**src/rtl/matrix_pkg.sv**
```systemverilog
// Shared sizing constants and types for the LED matrix column scanner.
package matrix_pkg;
   typedef logic [2:0] column_index_t;
   typedef logic [6:0] column_image_t;

   localparam int            NUM_COLUMNS  = 5;
   localparam int            NUM_ROWS     = 7;
   localparam column_index_t FIRST_COLUMN = 3'd4;
endpackage

```
**src/rtl/matrix_scan_tick.sv**
```systemverilog
// Column slot timer: counts SCAN_DIV cycles per slot and flags the
// blanking window at the start of each slot.
module matrix_scan_tick #(
   parameter int SCAN_DIV     = 1000,
   parameter int BLANK_CYCLES = 50
) (
   input  logic clock,
   input  logic reset_n,
   input  logic i_clear,
   output logic o_slot_start,
   output logic o_slot_end,
   output logic o_blanking
);
   localparam int            TW   = (SCAN_DIV > 1) ? $clog2(SCAN_DIV) : 1;
   localparam logic [TW-1:0] LAST = TW'(SCAN_DIV - 1);

   logic [TW-1:0] r_tick;

   // Free-running slot counter, held at zero while cleared.
   always_ff @(posedge clock or negedge reset_n) begin
      if (!reset_n)              r_tick <= '0;
      else if (i_clear)          r_tick <= '0;
      else if (r_tick == LAST)   r_tick <= '0;
      else                       r_tick <= r_tick + TW'(1);
   end

   assign o_slot_start = (r_tick == '0);
   assign o_slot_end   = (r_tick == LAST);
   // Signed compare keeps BLANK_CYCLES=0 a clean "never blank".
   assign o_blanking   = (int'(r_tick) < BLANK_CYCLES);
endmodule

```
**src/rtl/matrix_column_scanner.sv**
```systemverilog
// Multiplexes a double-buffered 5x7 image onto the LED matrix one column
// at a time, and toggles the mux view selector every ALT_FRAMES frames.
module matrix_column_scanner
   import matrix_pkg::*;
#(
   parameter int SCAN_DIV     = 1000,
   parameter int BLANK_CYCLES = 50,
   parameter int ALT_FRAMES   = 500
) (
   input  logic                   clock,
   input  logic                   reset_n,
   input  logic                   enable,
   input  logic [NUM_ROWS-1:0]    column_4,
   input  logic [NUM_ROWS-1:0]    column_3,
   input  logic [NUM_ROWS-1:0]    column_2,
   input  logic [NUM_ROWS-1:0]    column_1,
   input  logic [NUM_ROWS-1:0]    column_0,
   output logic [NUM_ROWS-1:0]    row_out,
   output logic [NUM_COLUMNS-1:0] column_select,
   output logic                   frame_start,
   output logic                   alternate_selector
);
   localparam int            FW    = $clog2(ALT_FRAMES) + 1;
   localparam logic [FW-1:0] FLAST = FW'(ALT_FRAMES - 1);

   logic                                  r_active;
   column_index_t                         r_index;
   logic [NUM_COLUMNS-1:0][NUM_ROWS-1:0]  r_shadow;
   logic [FW-1:0]                         r_frame;
   logic                                  r_alt;

   logic                                  w_run;
   logic                                  w_slot_start;
   logic                                  w_slot_end;
   logic                                  w_blanking;
   logic [NUM_COLUMNS-1:0][NUM_ROWS-1:0]  w_inputs;

   assign w_run    = r_active & enable;
   assign w_inputs = {column_4, column_3, column_2, column_1, column_0};

   matrix_scan_tick #(
      .SCAN_DIV     (SCAN_DIV),
      .BLANK_CYCLES (BLANK_CYCLES)
   ) u_tick (
      .clock        (clock),
      .reset_n      (reset_n),
      .i_clear      (~w_run),
      .o_slot_start (w_slot_start),
      .o_slot_end   (w_slot_end),
      .o_blanking   (w_blanking)
   );

   // Scan sequencing: start/stop, column stepping, frame capture and view toggle.
   always_ff @(posedge clock or negedge reset_n) begin
      if (!reset_n) begin
         r_active <= 1'b0;
         r_index  <= FIRST_COLUMN;
         r_shadow <= '0;
         r_frame  <= '0;
         r_alt    <= 1'b0;
      end else if (!r_active) begin
         if (enable) begin
            r_active <= 1'b1;
            r_index  <= FIRST_COLUMN;
            r_shadow <= w_inputs;
         end
      end else if (!enable) begin
         // Abandon the partial frame; only the view selector survives.
         r_active <= 1'b0;
         r_index  <= FIRST_COLUMN;
         r_frame  <= '0;
      end else if (w_slot_end) begin
         if (r_index != '0) begin
            r_index <= r_index - 3'd1;
         end else begin
            r_index  <= FIRST_COLUMN;
            r_shadow <= w_inputs;
            if (r_frame == FLAST) begin
               r_frame <= '0;
               r_alt   <= ~r_alt;
            end else begin
               r_frame <= r_frame + FW'(1);
            end
         end
      end
   end

   // Output decode purely from registered state.
   always_comb begin
      column_select = '0;
      row_out       = '0;
      if (r_active && !w_blanking) begin
         column_select = NUM_COLUMNS'(1) << r_index;
         row_out       = r_shadow[r_index];
      end
      frame_start        = r_active && (r_index == FIRST_COLUMN) && w_slot_start;
      alternate_selector = r_alt;
   end
endmodule

```
**config.mk**
```make
export PLATFORM = sky130hd
export DESIGN_NAME = matrix_column_scanner
export DESIGN_NICKNAME = d
export VERILOG_FILES = /design/src/rtl/matrix_pkg.sv /design/src/rtl/matrix_scan_tick.sv /design/src/rtl/matrix_column_scanner.sv
export SDC_FILE = /design/constraint.sdc
export NUM_CORES = 1
export LEC_CHECK = 0
export CORE_MARGIN = 5
export CORE_UTILIZATION = 48
export DETAILED_ROUTE_END_ITERATION = 10
export GPL_TIMING_DRIVEN = 0
export PLACE_DENSITY = 0.76
export SLEW_MARGIN = 30
export SYNTH_ARGS = -nofsm -noshare
export SYNTH_HDL_FRONTEND = slang
export SYNTH_HIERARCHICAL = 1
export SYNTH_SLANG_ARGS = --single-unit
```
**constraint.sdc**
```tcl
create_clock -name clock -period 2.3 [get_ports clock]
set_clock_uncertainty 0.05 [all_clocks]
set_input_delay 0.345 -clock clock [delete_from_list [all_inputs] [get_ports clock]]
set_output_delay 0.345 -clock clock [all_outputs]
set_load 0.01 [all_outputs]
```
==> impl_results.md <==
* Cell with the most instances after synthesis: dfrtp_1
* Relative slew slack at a little under 60%
* DP HPWL at 4848 um
* Num rows at 29
* Cell area power density at 577.9 nW/um^2
* CP max FO at 5
* Synth async-reset ratio at 100.0%
* Synthesized Nets at between 300 and 400
* Status: finished, violations left
* WP data arrival at 2.18 ns
* Antenna Nets Post-Route at 0
* Total grt overflow at 0
* Final hold viol count at 0
* Synth top area share at 48.24%
* Initial antenna violation count at 0
* Clk network pwr share at around two fifths
* Die X at ~90 um
* First-pass GRT wire length at 13410 um
* CTS tree: yes
* Number of global-route vias before repair at 2550
* F_max at approximately 390 MHz
* CTS Buffer Depth at 2
* N_diodes at 0
* Post-synth cell types at 49
* Syn. warnings at 6
* Vias at approximately 2500
* Tmin final at 2.571 ns
* Crit path top cell by count: buf_6
* Register area share after synthesis at 49.10%
* RePlAce Congestion at 0.7930
* Final wirelength at a little over 8000 um
* Layout cells sized above 1 at 37.82%
* H-tree levels at 3
* Crit-path cells: or4_4 -> a31oi_4 -> buf_6 -> nor2_4 -> buf_6 -> a22o_1 -> buf_2
* Average size of a mapped cell at 11.59 um^2
* IO Pins at 52
* Ys flop type: dfrtp_1
* Total Routing Usage GR at 20.76%
* Final WS setup at -0.2715 ns
* Initial Utilization at 48.75%
* Worst Setup Path Type: reg -> out
* CTS Sinks at 60
* Skew-Pair Late Insertion Delay at ~0.35 ns
* Post-synth EDFFs at 0
* Fillers at about 430
* Worst path max stage delay at ~0.56 ns
* CP startpoint kind: register
* Setup violators final at 53
* TritonRoute pass-1 iters at 4
* CP Capture Type: primary output
* MaxCap Viol Count at 0
* Cell-internal power at approximately 1900 uW
* Syn Inst Count at 264
* Yosys top cell by area: dfrtp_1
* Via/cell ratio at between 5 and 6
* TritonCTS Buffers at 9
* Met3 wire len at 344 um
* CORE AREA at 6277 um^2
* Die Ht at 89.85 um
* Port bufs at between 50 and 60
* Failing checks: negative setup slack
* Nets@finish at around 390
* P_leak at 0.001857 uW
* Synth-to-Final Area Change at 42.19%
* Metal-1 WL at 3495 um
* Dpl cells at 393
* Largest net degree at the start of global routing at 45
* Final Non-Filler Cells at 434
* Net Sw Power at 610.3 uW
* Pins over their slew limit at 0
* Synthesized flop and latch total at 60
* Met2 Wirelength at 4315 um
* Comb power frac at 12.7%
* Top Metal Used: met4
* Commonest cells in the netlist: 59 x dfrtp_1, 35 x mux2_2, 19 x nand2_1, 18 x nor2_1, 16 x nand3_1
* Required @ worst endpoint at about 1.9 ns
* Top cells by area, synth: dfrtp_1 48%, mux2_2 13%, mux4_2 3.7%
* Tcrit/Tclk final at 111.8%
* Routed length per instance at between 15 and 20 um
* Slowest-stage cell, CP: or4_4
* Die area at 8073 um^2
* Sw Share at 24.27%
* Iteration-0 DRC Markers at 195
* Final TNS setup at -6.927 ns
* CTS clock-pin slew for the worst setup and hold paths at 0.07 ns
* Worst-Margin Slew at roughly 0.61 ns
* Worst hold path type: in -> async
* Max VDD drop at 515.0 uV
* Root Driver: clkbuf_8
* Synthesized area at around 3000 um^2
* Reg power frac at 47.8%
* Drt drc at 0
* RSZ-0062 raised after global routing: yes
[flip-flops by register name, indices dropped and copies added (netlist names)]
signal              flops
r_frame                10
u_tick/r_tick          10
r_shadow               35
r_active                1
r_index                 3
alternate_selector      1
[power by group through the flow]
stage	logic (uW)	clock network, uW	registers (uW)
finish	319	995	1200
global route	343	1040	1210
CTS	315	996	1190
detailed placement	267	0	1210
global placement	254	0	1210
floorplan	150	0	1200
[path summary, 6_finish.rpt]
kind / start / end / slack (ns) / cells after the start
max: u_tick/r_tick[6] / row_out[1] / -0.27 / 7
min: reset_n / r_shadow[1] / 0.35 / 2
max reg2reg: u_tick/r_tick[3] / r_shadow[24] / -0.18 / 9
min reg2reg: alternate_selector / alternate_selector / 0.41 / 1
max in group asynchronous: reset_n / r_index[2] / 1.30 / 3
min in group clock: alternate_selector / alternate_selector / 0.41 / 1
[critical path, delay by kind of cell (launching register included)]
family	cells	cell delay [ns]
simple gates	2	0.60
compound gates	2	0.43
buf+inv	3	0.41
flops	1	0.38
[through the flow]
stage                     power (uW)  util, %  area (um^2)  setup slack [ns]  hold WS, ns
after CTS                       2506    68.15         4278           -0.2530       0.3545
after floorplan                 1347        -         3072          0.005242   -0.0005911
after detailed placement        1482    59.00         3704           -0.5951       0.1821
final                           2515    69.32         4352           -0.2715       0.3550
after global routing            2594    69.32         4352           -0.3101       0.3963
after global placement          1462    58.60         3679            -1.127       0.4050
[placed cells by master, fill, tap and decap left out, drive strengths merged, types with 16 or more instances in the layout]
cell / n
clkdlybuf4s50: 37
clkbuf: 17
mux2: 35
nand2: 21
buf: 45
nand3: 16
nor2: 18
dfrtp: 59
[logic make-up after synthesis]
group,synth area share (%)
mux,18.93
flops,49.10
buf+inv,4.007
simple gates,16.89
compound gates,8.708
xor+xnor,1.145
fa+ha+maj,1.227
[timing repair]
item                                    4_1_cts  5_1_grt
resized for setup                            97       13
cloned                                        6        0
setup buffers                                16        4
endpoints found under the setup margin       59       59
endpoints found under the hold margin        16        0
hold buffers                                  1        0
pin swaps                                    14        7
[layer usage]
layer  global-route usage (%)  vias up
li1                         -     1166
met1                    26.78     1282
met2                    34.27       59
met3                    4.508       13
met4                    7.816        0
met5                        0        -
[area by class of cell]
cell class / instances / area [um^2] / area share, %
multi-input cells: 184 / 1613 / 37.06
well taps: 77 / 96.34 / 2.214
plain buffers: 13 / 111.4 / 2.559
inverters: 8 / 30.03 / 0.6901
clock buffers: 11 / 151.4 / 3.479
flip-flops and latches: 60 / 1506 / 34.62
clock inverters: 4 / 48.80 / 1.121
repair buffers: 77 / 794.5 / 18.26
Power figures use the tool's default switching activity.
==> edit: new RTL, same settings <==
`SCAN_DIV` is set to 1000 in 2 places; all go to 4000.
--- a/src/rtl/matrix_scan_tick.sv
+++ b/src/rtl/matrix_scan_tick.sv
@@ -2,5 +2,5 @@
 // blanking window at the start of each slot.
 module matrix_scan_tick #(
-   parameter int SCAN_DIV     = 1000,
+   parameter int SCAN_DIV     = 4000,
    parameter int BLANK_CYCLES = 50
 ) (
--- a/src/rtl/matrix_column_scanner.sv
+++ b/src/rtl/matrix_column_scanner.sv
@@ -4,5 +4,5 @@
    import matrix_pkg::*;
 #(
-   parameter int SCAN_DIV     = 1000,
+   parameter int SCAN_DIV     = 4000,
    parameter int BLANK_CYCLES = 50,
    parameter int ALT_FRAMES   = 500
Check against the original RTL: same outputs for any inputs over 10 cycles, from zero or initial values and one cycle with reset_n low; that may be too few to reach the edited logic, so the function may still have changed.
==> edit against the unedited design <==
The flow still finishes with violations (negative setup slack). Register-to-register slack got worse by 0.03 ns. Critical path depth increased by 1. Design area is 3.0% higher. Via count rose by 1.6%. Sequential cell count up 2. Combinational power is 2% lower. Power decreased by 2.0%. Count of clock-buffer cells in the layout fell by 1. Area after synthesis up 2.9%. Global-route usage fell by 1.3 points. Routed wire length rose by 2.1%. Worst setup slack improved by 0.035 ns. Synthesized cell count up 3.4%. Largest cell class unchanged.
==> edit: results (changes against the unedited design) <==
[worst_setup_path]
cp_max_fo=8  ; was 5
cp_slowest_cell=dfrtp_2  ; was or4_4
cpPeakStageDelay_ns=0.43  ; was 0.56 ns
r2r_slack_ns=-0.21  ; was -0.18 ns

[logic_synthesis]
synth.top_cells.by_area=dfrtp_1, mux2_2, mux4_2  ; unchanged
synth.distinct_cells=47  ; was 49
syn_inst=273  ; was 264
synthTopCellsByCount=dfrtp_1, mux2_2, nand2_1  ; unchanged
seq_area_frac_synth=0.493  ; was 0.491

[placed_design]
dp.cells=402  ; was 393
dp_hpwl_um=5070  ; was 4850 um
placed_area_um2=3810  ; was 3700 um^2
gp_congestion=0.808  ; was 0.793

[outcome]
status=finished, violations left  ; unchanged
violations=negative setup slack  ; unchanged

[global_route]
grt_pass1_wl_um=12900  ; was 13400 um
grt_max_degree=35  ; was 45
gr-usage-all-layers=0.195  ; was 0.208
global_route.usage.met1=0.235  ; was 0.268
use_met2=0.334  ; was 0.343

[detailed_routing]
viasPerCell=5.73  ; was 5.81
drtIter0Drc=90  ; was 195
avgRoutedWirePerCell_um=18.9  ; was 19.1 um

[sta]
fin_ws_ns=-0.237  ; was -0.271 ns
setup_violations=52  ; was 53
worstMarginPinSlew_ns=0.645  ; was 0.614 ns

[final_layout]
drive_above_1_share=0.395  ; was 0.378
final_cells=447  ; was 434
fin_nets=406  ; was 394

[min_path]
hold_path.class=flip-flop to flip-flop  ; was input port to async pin

[clock_network]
clockBufferDepth=2  ; unchanged
clk_pin_slew_ns=0.07  ; about the same

[power_and_ir_drop]
ir_worst_vdd_mv=0.471  ; was 0.515 mV
total_leakage_power_nw=1.87  ; was 1.86 nW

## edit: cell types whose count changed after synthesis, moves of 2 or more
cell	change
a211o_1	-2
or4_1	+2
a21oi_1	+3
o21ai_0	+3
nor4_1	+3
and4_1	-2
dfrtp_1	+2
and3_2	-2
nand2_1	+4
o31ai_1	+3
or3_1	+3
## edit: logic make-up after synthesis
| kind of cell | share of synthesized area |
|---|---|
| adder cells (fa/ha/maj) | 0.0119 |
| AO/OA/AOI/OAI | 0.0918 |
| buffers and inverters | 0.0405 |
| AND/OR/NAND/NOR | 0.167 |
| flip-flops | 0.493 |
| XOR/XNOR | 0.0111 |
| multiplexers | 0.184 |
## edit: area by class of cell
| cell class | instances | area, um^2 |
|---|---|---|
| fill | 428 | 1870 |
| multi-input combinational | 189 | 1670 |
| sequential | 62 | 1560 |
| timing repair buffer | 83 | 818 |
| clock buffer | 10 | 128 |
| buffer | 12 | 120 |
| tap | 77 | 96.3 |
| clock inverter | 6 | 62.6 |
| inverter | 8 | 30.0 |
## edit: worst max-delay path, delay by kind of cell (launching register included)
kind | cells | cell delay (ns)
buffers and inverters | 2 | 0.28
flip-flops | 1 | 0.43
AO/OA/AOI/OAI | 2 | 0.39
AND/OR/NAND/NOR | 4 | 0.70
## edit: through the flow
| step | setup TNS (ns) | util | setup WS, ns |
|---|---|---|---|
| finish | -7.05 | 0.706 | -0.237 |
| global route | -11.99 | 0.706 | -0.291 |
| CTS | -2.41 | 0.664 | -0.169 |
| detailed placement | -14.27 | 0.600 | -0.585 |
| global placement | -86.06 | 0.598 | -1.20 |
| floorplan | 0 | - | 0.0160 |
## edit: what timing repair did
item,in CTS,in global routing
endpoints found under the hold margin,28,0
gates cloned,0,5
setup buffers,19,9
pin swaps,10,16
gates resized for setup,74,43
hold buffers,1,0
endpoints found under the setup margin,59,58
## edit: metal layers
layer | share of wire | vias to the layer above
met5 | 0 | -
met4 | 0.029 | 0
met2 | 0.53 | 60
met1 | 0.40 | 1279
met3 | 0.035 | 19
li1 | - | 1202
## edit: worst paths after layout
path / start / end / cells past startpoint
worst max-delay path: u_tick/r_tick[9] / row_out[0] / 8
worst min-delay path: alternate_selector / alternate_selector / 1
worst max register to register: u_tick/r_tick[10] / r_shadow[2] / 8
worst min register to register: alternate_selector / alternate_selector / 1
max in group asynchronous: reset_n / r_index[2] / 3
min in group asynchronous: reset_n / r_frame[7] / 2
## edit: power by group
part           leakage, nW  internal [mW]  switching [mW]
Sequential           0.770           1.18          0.0519
Combinational         1.01          0.199           0.113
Clock               0.0883          0.496           0.421
